==> src/rtl/tr_stepper_regulator.sv <==
// rtl/tr_stepper_regulator.sv - hysteresis position regulator driving a stepper motor
//
// Samples an unsigned ADC value, compares it against a setpoint with a start/stop
// hysteresis window and drives a stepper driver (enable, step, direction). The
// FSM is evaluated once per captured sample; a direction change always passes
// through SETUP so drv_dir is stable for DIR_SETUP cycles before the next step.
//
// Ports:
//   clk        in   system clock (50 MHz), rising edge
//   rst        in   synchronous reset, active-high
//   x          in   ADC sample, unsigned, W bits
//   data_valid in   x valid strobe (ignored while enable=0)
//   enable     in   regulation permit; 0 forces the motor off
//   x0         in   setpoint, unsigned
//   dx1        in   inner (stop) threshold
//   dx2        in   outer (start) threshold, dx1 <= dx2
//   drv_SM     out  driver enable (SETUP or RUN)
//   drv_step   out  step pulse, STEP_WIDTH cycles every STEP_DIV cycles in RUN
//   drv_dir    out  1 = sample above setpoint, 0 = below
module tr_stepper_regulator #(
  parameter int W          = 12,
  parameter int STEP_DIV   = 1000,
  parameter int STEP_WIDTH = 1,
  parameter int DIR_SETUP  = 4
) (
  input  logic         clk,
  input  logic         rst,
  input  logic [W-1:0] x,
  input  logic         data_valid,
  input  logic         enable,
  input  logic [W-1:0] x0,
  input  logic [W-1:0] dx1,
  input  logic [W-1:0] dx2,
  output logic         drv_SM,
  output logic         drv_step,
  output logic         drv_dir
);

  localparam int SCW = (STEP_DIV > 1) ? $clog2(STEP_DIV) : 1;
  localparam int UCW = (DIR_SETUP > 1) ? $clog2(DIR_SETUP) : 1;
  localparam logic [SCW-1:0] STEP_LAST  = SCW'(STEP_DIV - 1);
  localparam logic [SCW-1:0] STEP_HIGH  = SCW'(STEP_WIDTH);
  localparam logic [UCW-1:0] SETUP_LAST = UCW'(DIR_SETUP - 1);

  typedef enum logic [1:0] {
    IDLE  = 2'd0,
    SETUP = 2'd1,
    RUN   = 2'd2
  } state_t;

  state_t         state, state_n;
  logic [W-1:0]   xs;
  logic           sample_done;
  logic [SCW-1:0] step_cnt, step_cnt_n;
  logic [UCW-1:0] setup_cnt, setup_cnt_n;
  logic           dir_n, sm_n, step_n;

  // |xs - x0| and the sign of the error, computed without a widened signed
  // subtract: the larger operand minus the smaller always fits in W bits.
  logic [W-1:0] mag;
  logic         err_pos;
  logic         stop_req, start_req, rev_req;

  always_comb begin
    err_pos   = (xs > x0);
    mag       = err_pos ? (xs - x0) : (x0 - xs);
    stop_req  = (mag <= dx1);
    start_req = (mag > dx2);
    // A reversal needs a nonzero error, which !stop_req guarantees even with dx1 = 0.
    rev_req   = !stop_req && (err_pos != drv_dir);
  end

  always_comb begin
    state_n     = state;
    step_cnt_n  = step_cnt;
    setup_cnt_n = setup_cnt;
    dir_n       = drv_dir;

    case (state)
      IDLE: begin
        if (sample_done && start_req) begin
          state_n     = SETUP;
          setup_cnt_n = '0;
          dir_n       = err_pos;
        end
      end
      SETUP: begin
        if (sample_done && stop_req) begin
          state_n = IDLE;
        end else if (sample_done && rev_req) begin
          setup_cnt_n = '0;
          dir_n       = err_pos;
        end else if (setup_cnt == SETUP_LAST) begin
          state_n    = RUN;
          step_cnt_n = '0;
        end else begin
          setup_cnt_n = setup_cnt + 1'b1;
        end
      end
      RUN: begin
        if (sample_done && stop_req) begin
          state_n = IDLE;
        end else if (sample_done && rev_req) begin
          state_n     = SETUP;
          setup_cnt_n = '0;
          dir_n       = err_pos;
        end else begin
          step_cnt_n = (step_cnt == STEP_LAST) ? '0 : step_cnt + 1'b1;
        end
      end
      default: state_n = IDLE;
    endcase

    // Losing the permit wins over any sample; direction is deliberately kept.
    if (!enable) begin
      state_n = IDLE;
      dir_n   = drv_dir;
    end

    if (state_n == IDLE) begin
      step_cnt_n  = '0;
      setup_cnt_n = '0;
    end

    // Outputs are registered from next-state values so they align with the state.
    sm_n   = (state_n != IDLE);
    step_n = (state_n == RUN) && (step_cnt_n < STEP_HIGH);
  end

  always_ff @(posedge clk) begin
    if (rst) begin
      xs          <= '0;
      sample_done <= 1'b0;
      state       <= IDLE;
      step_cnt    <= '0;
      setup_cnt   <= '0;
      drv_SM      <= 1'b0;
      drv_step    <= 1'b0;
      drv_dir     <= 1'b0;
    end else begin
      if (data_valid && enable) begin
        xs <= x;
      end
      sample_done <= data_valid && enable;
      state       <= state_n;
      step_cnt    <= step_cnt_n;
      setup_cnt   <= setup_cnt_n;
      drv_SM      <= sm_n;
      drv_step    <= step_n;
      drv_dir     <= dir_n;
    end
  end

endmodule

==> config.mk <==
export PLATFORM = sky130hd
export DESIGN_NAME = tr_stepper_regulator
export DESIGN_NICKNAME = d
export VERILOG_FILES = /design/src/rtl/tr_stepper_regulator.sv
export SDC_FILE = /design/constraint.sdc
export NUM_CORES = 1
export LEC_CHECK = 0
export ABC_AREA = 1
export ABC_CLOCK_PERIOD_IN_PS = 11000
export BUFFER_PORTS_ARGS = -buffer_cell sky130_fd_sc_hd__buf_2
export CAP_MARGIN = 40
export CORE_MARGIN = 3
export CORE_UTILIZATION = 45
export CTS_BUF_LIST = sky130_fd_sc_hd__clkbuf_8
export DETAILED_ROUTE_END_ITERATION = 8
export HOLD_SLACK_MARGIN = 0.1
export PLACE_DENSITY_LB_ADDON = 0.2
export SLEW_MARGIN = 20
export SYNTH_ARGS = -nofsm -noshare
export SYNTH_HDL_FRONTEND = slang
export SYNTH_SLANG_ARGS = --single-unit
==> constraint.sdc <==
create_clock -name clk -period 11 [get_ports clk]
set_input_delay 1.65 -clock clk [delete_from_list [all_inputs] [get_ports clk]]
set_output_delay 1.65 -clock clk [all_outputs]
set_load 0.02 [all_outputs]
-- After elaboration in Yosys (flattened, before gate mapping)
Cells that the tools add are included.
- register bits after elaboration: 30
- bits of input ports: 52
- output and inout port bits: 3
- logic and storage cells: 73
- add/subtract/negate cells: 4
- $lt $le $gt $ge: 4
- equality and inequality tests: 13
- muxes and demuxes: 28
- reductions and logical operators: 16
- operator list (cell ; number):
    $mux 10 ; 7
    $mux 2 ; 13
    $gt 12x12->1 ; 2
    $sub 12x12->12 ; 2
    $pmux 10 s2 ; 1
    $le 12x12->1 ; 1
    $mux 12 ; 1
    $pmux 2 s3 ; 2
    $add 10x1->10 const B ; 1
    $eq 10x10->1 const B ; 1
    $lt 10x1->1 const B ; 1
    $ne 2x2->1 const B ; 5
    $eq 2x2->1 const B ; 3
    $logic_and 1x1->1 ; 6
    $reduce_and 6->1 ; 1
    $reduce_and 5->1 ; 1
    $logic_not 2->1 ; 2
    $reduce_bool 2->1 ; 2
    $reduce_or 2->1 ; 2
    $mux 1 ; 3
    $ne 3x3->1 const B ; 1
    $reduce_bool 3->1 ; 1
    $add 2x1->2 const B ; 1
    $eq 2x1->1 const B ; 1
    other kinds (4) ; 4

-- Depth between registers and ports, before layout
Gate-level depths: netlist (run 1).
- word-level depth: 14
- gate-level depth with buffers: 36

-- Least setup slack after synthesis (run 1)
OpenSTA, ideal clock, no wires.
- kind: in2reg
- from: input port x0[4]
- to: register drv_step
- library setup time: 0.112 ns
- arrival time: 5.078 ns
- setup slack: 5.810 ns
- stages on the path: 35
- cell sequence: inv_1 -> ha_1 -> buf_2 -> nand2_1 -> nor2_2 -> nand3_1 -> nand3_2 -> nand2_2 -> buf_2 -> o21ai_0 -> o21ai_0 -> a221oi_1 -> xor2_1 -> inv_1 -> ha_1 -> nand2_1 -> inv_2 -> nand2_1 -> nor2_1 -> nand2_1 -> nand3_1 -> nand2_1 -> nor2_1 -> nand3_4 -> buf_6 -> nand3_1 -> nand2_1 -> nor2_1 -> nor2_1 -> nor2_1 -> nand2_1 -> nand2_1 -> nor2_1 -> nand2_1 -> nor2_1
- cells in the longest elaborated chain, start to end: 14
- elaborated cells between the ends (all ways): 29
- classes of those cells: 2 x add/sub; 4 x order compare; 2 x eq/ne; 14 x mux; 7 x reduce/logical
- ends and longest elaborated chain (what ; line ; text):
    start, declared ; 31 ; input logic [W-1:0] x0,
    $sub 12x12->12 or $gt 12x12->1 (tied branches) ; 66, 65 ;
    $mux 12 ; 66 ; mag = err_pos ? (xs - x0) : (x0 - xs);
    $le 12x12->1 ; 67 ; stop_req = (mag <= dx1);
    $logic_not 1->1 ; 70 ; rev_req = !stop_req && (err_pos != drv_dir);
    $logic_and 1x1->1 ; 70 ;
    $logic_and 1x1->1 ; 90, 103 ;
    $mux 2 (on tied branches) ; 103, 90 ;
    $mux 2 (on tied branches) ; 101, 88 ;
    $pmux 2 s3 ; 79 ; case (state)
    $mux 2 ; 115 ; if (!enable) begin
    $logic_not 2->1 ; 120 ; if (state_n == IDLE) begin
    $mux 10 ; 120 ;
    $lt 10x1->1 ; 127 ; step_n = (state_n == RUN) && (step_cnt_n < STEP_HIGH);
    $logic_and 1x1->1 (*) ; 127 ;
    end signal, assigned ; 149 ; drv_step <= step_n;
    end, declared ; 35 ; output logic drv_step,
Mark *: on every way between the ends. The rest lies on a longest branch, timed or not.
A chain may end at the register's enable or synchronous reset.

-- Worst setup path after layout (run 1)
- from: input port x0[0]
- to: register drv_step
Same word-level chain as after synthesis.

==> results.json, run 1 <==
{
  "status": "completed",
  "synthArstFlopShare_pct": 0,
  "worstSkewPairLatency_ns": 0.28,
  "clock-root-buffer": "clkbuf_8",
  "cp-endpoint": "drv_step",
  "fin_worst_skew_ns": 0.005078,
  "cts_buffer_depth": 2,
  "cp_slowest_stage_delay_ns": 0.38,
  "cts_resized": 0,
  "min_period_ns": 5.933,
  "gp_congestion": 0.9056,
  "drt-total-wl_um": 8629,
  "powerDensity_nw_per_um2": 94.75,
  "core_sq_um": 7408,
  "grt_pass1_wl_um": 15140,
  "dp_slack_ns": 4.871,
  "p_total_uw": 374.3,
  "grt.total_usage_pct": 20.71,
  "whs_ns": 0.4761,
  "period_share_pct": 53.94,
  "wl_per_cell_um": 12.09,
  "cts_setup_buffers": 0,
  "required_ns": 11.22,
  "crit_start": "x0[0]",
  "nets": 722,
  "syn_nets": 674,
  "die_area_sq_um": 8898,
  "p_leak_nw": 2.249,
  "drc": 0,
  "syn_inst": 566,
  "port_buffers": 54,
  "vias": 3587,
  "crit_path_frequent_cell": "nand2_1",
  "finalWorstSetupSlack_ns": 5.067,
  "ir_drop_uv": 63.62,
  "holdCritPathClass": "reg2reg",
  "final_antenna_net_count": 0,
  "dr.pass1.iters": 5,
  "synth_cell_types": 34,
  "max_cap_violations": 0,
  "cts-hold-fix-buffers": 0,
  "synth_edf_count": 0,
  "dpl.hpwl_um": 7004,
  "rows": 31,
  "grt_overflow": 0,
  "fin_setup_tns_ns": 0,
  "synth-seq-area-share_pct": 17.11,
  "cts_tree": "yes",
  "numCtsBuffers": 5,
  "postPlaceCellArea_sq_um": 3840,
  "synthesis.area_sq_um": 3511,
  "drive_gt1_share_pct": 13.33,
  "yosysWarnings": 0,
  "crit_path_start_kind": "primary input",
  "grt_pass1_vias": 3416,
  "initial_core_util_pct": 47.39,
  "grt_antenna_before_repair": 0,
  "die_w_um": 94.33,
  "r2r.worst_path.cells": 34,
  "relSlewSlack_pct": 66.92,
  "cts_max_level": 2,
  "r2r-end": "drv_step",
  "cts_sinks": 30,
  "drv_slew": 0,
  "area_growth_pct": 12.51,
  "regToRegSetupSlack_ns": 6.13,
  "drtIter0Drc": 187,
  "r2r-start": "xs[0]",
  "setup_viol": 0,
  "fin_area_sq_um": 3950,
  "die_y_um": 94.33,
  "syn_area_per_cell_sq_um": 6.203,
  "crit_fanout": 17,
  "ios": 55,
  "rsz0062_at_grt": "false",
  "dominantRegCellSynth": "dfxtp_1",
  "synth_seq_cells": 30,
  "vias_per_cell": 5.024,
  "slowest_stage": "fa_1",
  "end_kind": "flop",
  "grt_max_degree": 25,
  "path_class": "in2reg",
  "fmax_mhz": 168.5,
  "cp.arrival_ns": 6.15,
  "tightest_slew_ns": 0.4963,
  "hold_violations": 0,
  "diodes": 0,
  "clk_pin_slew_worst_paths_ns": 0.07
}
-- kinds of logic after synthesis --
kind of cell | count (synthesis) | share of synthesized area (%)
buf+inv | 131 | 14.36
simple gates | 251 | 30.76
mux | 1 | 0.2851
xor+xnor | 11 | 2.744
flops | 30 | 17.11
fa+ha+maj | 56 | 20.38
compound gates | 86 | 14.36
-- worst max-delay path: cells and delay by family --
family          cells  cell delay, ns
xor+xnor            1            0.24
compound gates      1            0.37
fa+ha+maj           3            0.85
buf+inv             6            0.58
simple gates       23            2.44
-- state kept, by name, summed over array words and instances, names as in the netlist --
| signal | cells |
|---|---|
| drv_SM | 1 |
| drv_dir | 1 |
| drv_step | 1 |
| sample_done | 1 |
| setup_cnt | 2 |
| state | 2 |
| step_cnt | 10 |
| xs | 12 |
-- cell usage after synthesis (2+ instances only) --
cell / instances / share of area, %
a211oi_1: 14 / 3.0
a21o_1: 4 / 0.86
a21oi_1: 33 / 4.7
a21oi_2: 2 / 0.50
a31oi_1: 4 / 0.71
buf_2: 4 / 0.57
clkbuf_1: 8 / 0.86
dfxtp_1: 30 / 17
fa_1: 2 / 1.1
ha_1: 54 / 19
inv_1: 113 / 12
inv_2: 4 / 0.43
nand2_1: 121 / 13
nand2_2: 7 / 1.2
nand3_1: 45 / 6.4
nand3_2: 2 / 0.57
nand4_1: 6 / 1.1
nor2_1: 56 / 6.0
nor2_2: 3 / 0.53
nor3_1: 8 / 1.1
o21ai_0: 22 / 3.1
o21bai_1: 3 / 0.64
xnor2_1: 3 / 0.75
xor2_1: 8 / 2.0
-- cell usage in the layout (no fill, tap or decap) --
master	netlist	routed
nand2_1	121	121
inv_1	113	113
nor2_1	56	56
ha_1	54	54
buf_2	4	54
nand3_1	45	45
a21oi_1	33	33
dfxtp_1	30	30
o21ai_0	22	22
a211oi_1	14	14
xor2_1	8	8
nor3_1	8	8
nand2_2	7	7
nand4_1	6	6
clkbuf_8	0	6
a21o_1	4	4
a31oi_1	4	4
inv_2	4	4
nor2_2	3	3
o21bai_1	3	3
xnor2_1	3	3
a21oi_2	2	2
nand3_2	2	2
fa_1	2	2
mux2i_1	1	1
a221oi_1	1	1
nand3_4	1	1
o21a_1	1	1
and2_1	1	1
and3_1	1	1
o211ai_1	1	1
o21ai_1	1	1
clkinv_2	0	1
clkinvlp_4	0	1
buf_8	0	1
-- per-stage QoR --
stage	instances	utilization [%]
after floorplan	566	-
after global placement	705	51.83
after detailed placement	705	51.83
after CTS	713	53.12
after global routing	714	53.32
final	714	53.32
-- how the worst min path moves through the flow --
stage,startpoint,to,slack [ns],cells past startpoint
floorplan,xs[11],xs[11],0.44,2
global placement,xs[11],xs[11],0.46,2
detailed placement,xs[11],xs[11],0.47,2
CTS,xs[11],xs[11],0.48,2
global route,setup_cnt[1],setup_cnt[1],0.51,2
finish,xs[11],xs[11],0.48,2
-- layout make-up --
type	count	area [sq um]
multi-input cells	405	2406
flip-flops and latches	30	600.6
inverters	117	439.2
well taps	99	123.9
clock buffers	6	82.58
fillers	765	3458
clock inverters	2	12.51
repair buffers	55	285.3
-- routing by layer --
metal | track usage (%) | up-vias | part of all wire, % | wire length, um
met5 | 0 | - | 0 | 0
met4 | 5.415 | 0 | 1.1 | 95
met3 | 2.709 | 8 | 5.2 | 449
met2 | 33.10 | 94 | 44 | 3758
met1 | 29.32 | 1585 | 50 | 4326
li1 | - | 1900 | - | -
-- power breakdown --
| part | switching, mW | internal [mW] | total (mW) | leakage, nW |
|---|---|---|---|---|
| logic | 0.0996 | 0.0645 | 0.164 | 1.96 |
| clock network | 0.0456 | 0.0503 | 0.0959 | 0.0472 |
| registers | 0.00219 | 0.112 | 0.114 | 0.244 |
| total | 0.147 | 0.227 | 0.374 | 2.25 |
Note: power is estimated with default switching activity, not from simulation.
==> run 2: changes to the inputs <==
--- a/config.mk
+++ b/config.mk
@@ -6,7 +6,7 @@
 export NUM_CORES = 1
 export LEC_CHECK = 0
 export ABC_AREA = 1
-export ABC_CLOCK_PERIOD_IN_PS = 11000
+export ABC_CLOCK_PERIOD_IN_PS = 5200
 export BUFFER_PORTS_ARGS = -buffer_cell sky130_fd_sc_hd__buf_2
 export CAP_MARGIN = 40
 export CORE_MARGIN = 3
==> constraint.sdc (replaced) <==
create_clock -name clk -period 5.2 [get_ports clk]
set_input_delay 0.78 -clock clk [delete_from_list [all_inputs] [get_ports clk]]
set_output_delay 0.78 -clock clk [all_outputs]
set_load 0.02 [all_outputs]
==> run 2 against run 1 <==
Effect of this change: utilization up 1.9 points; register-to-register slack worse by 5.6 ns; clock skew up 0.0055 ns; power up 140%; combinational power up 120%; critical path depth down 2; sequential share of layout area down 0.53 points; first-iteration DRC count down 27%; clock-buffer cell count unchanged; cell count up 1.5%; routed wire length up 4.1%; sequential cell count unchanged; critical endpoint unchanged; largest cell class unchanged.
==> results.json, run 2 (synthesis gave the netlist of run 1 again) <==
{
  "status": "completed",
  "worst-path-buf-inv": 6,
  "grt_use_met1_pct": 29.51,
  "tightest_slew_ns": 0.7706,
  "grt_use_met2_pct": 33.27,
  "grt_pass1_vias": 3512,
  "grt_antenna_before_repair": 0,
  "layout_commonest_cell": "nand2_1",
  "crit_path_frequent_cell": "nand2_1",
  "crit_fanout": 8,
  "nets": 733,
  "wl_per_cell_um": 12.38,
  "dp_slack_ns": -0.03924,
  "cts_tree": "yes",
  "min_period_ns": 4.869,
  "gp_congestion": 0.9612,
  "diodes": 0,
  "drive_gt1_share_pct": 15.50,
  "die_y_um": 94.33,
  "path_class": "in2reg",
  "grt_pass1_wl_um": 15390,
  "powerDensity_nw_per_um2": 221.9,
  "crit_family": "simple AND/OR/NAND/NOR gates",
  "port_buffers": 54,
  "largest_reg_flops": 12,
  "cts_buffer_depth": 2,
  "grt_max_degree": 25,
  "fin_worst_skew_ns": 0.01060,
  "end_kind": "flop",
  "crit_path_start_kind": "primary input",
  "initial_core_util_pct": 47.39,
  "top_usage_layer": "met2",
  "top_regs": "xs (12), step_cnt (10)",
  "max_cap_violations": 0,
  "whs_ns": 0.4688,
  "final_cell_mix": "121 x nand2_1, 112 x inv_1, 54 x nor2_1, 54 x ha_1, 54 x buf_2",
  "die_w_um": 94.33,
  "fin_util_pct": 55.23,
  "dpl.hpwl_um": 7122,
  "p_leak_nw": 2.314,
  "ios": 55,
  "final_antenna_net_count": 0,
  "drtIter0Drc": 137,
  "slowest_stage": "fa_1",
  "holdCritPathClass": "reg2reg",
  "fin_setup_tns_ns": 0,
  "grt_use_met3_pct": 2.550,
  "hold_violations": 0,
  "rows": 31,
  "max_flop_register": "xs",
  "vias": 3596,
  "numCtsBuffers": 5,
  "period_share_pct": 93.63,
  "grt_overflow": 0,
  "grt.total_usage_pct": 21.19,
  "cp.arrival_ns": 5.10,
  "die_area_sq_um": 8898,
  "drv_slew": 0,
  "finalWorstSetupSlack_ns": 0.3312,
  "setup_viol": 0,
  "area_growth_pct": 16.54,
  "worstSkewPairLatency_ns": 0.29,
  "cts_max_level": 2,
  "ir_drop_uv": 132.3,
  "clk_pin_slew_worst_paths_ns": 0.07,
  "fmax_mhz": 205.4,
  "cts_sinks": 30,
  "drc": 0,
  "clock-root-buffer": "clkbuf_8",
  "vias_per_cell": 4.960,
  "required_ns": 5.43,
  "core_sq_um": 7408,
  "p_total_uw": 907.9,
  "drt-total-wl_um": 8979,
  "cp_slowest_stage_delay_ns": 0.39,
  "dr.pass1.iters": 5,
  "relSlewSlack_pct": 48.50
}
-- run 2: worst paths after layout --
check	startpoint	cells after the start	endpoint	slack, ns
setup reg to reg	xs[0]	32	drv_step	0.54
hold reg to reg	xs[11]	2	xs[11]	0.47
setup / recovery	x0[0]	32	drv_step	0.33
hold / removal	xs[11]	2	xs[11]	0.47
-- run 2: metal layers --
metal / up-vias / part of all wire [%]
li1: 1909 / -
met1: 1557 / 50
met2: 108 / 42
met3: 22 / 5.5
met4: 0 / 2.5
met5: - / 0
-- run 2: what timing repair did --
| action | CTS | global route |
|---|---|---|
| resized for setup | 0 | 5 |
| buffers inserted | 0 | 7 |
| endpoints found under the setup margin | 0 | 14 |
| hold buffers | 0 | 0 |
-- run 2: power by group --
group	internal [mW]	leakage (nW)	switching (mW)
clock	0.205	0.0714	0.103
sequential	0.237	0.244	0.00457
combinational	0.143	2.00	0.216
-- run 2: layout make-up --
cell class              count  area, sq um
clock buffers               6        82.58
multi-input cells         405         2421
flip-flops and latches     30        600.6
fillers                   730         3317
clock inverters             2        60.06
repair buffers             66        360.3
inverters                 117        442.9
well taps                  99        123.9
-- run 2: stage by stage --
stage | cells | area (sq um)
finish | 725 | 4091
global route | 725 | 4091
CTS | 718 | 4020
detailed placement | 710 | 3877
global placement | 710 | 3877
floorplan | 566 | 3511
-- run 2: worst min-delay path, cell delays in order (launching register included) --
cell     delay [ns]
dfxtp_1        0.31
nand2_1        0.06
a21oi_1        0.05
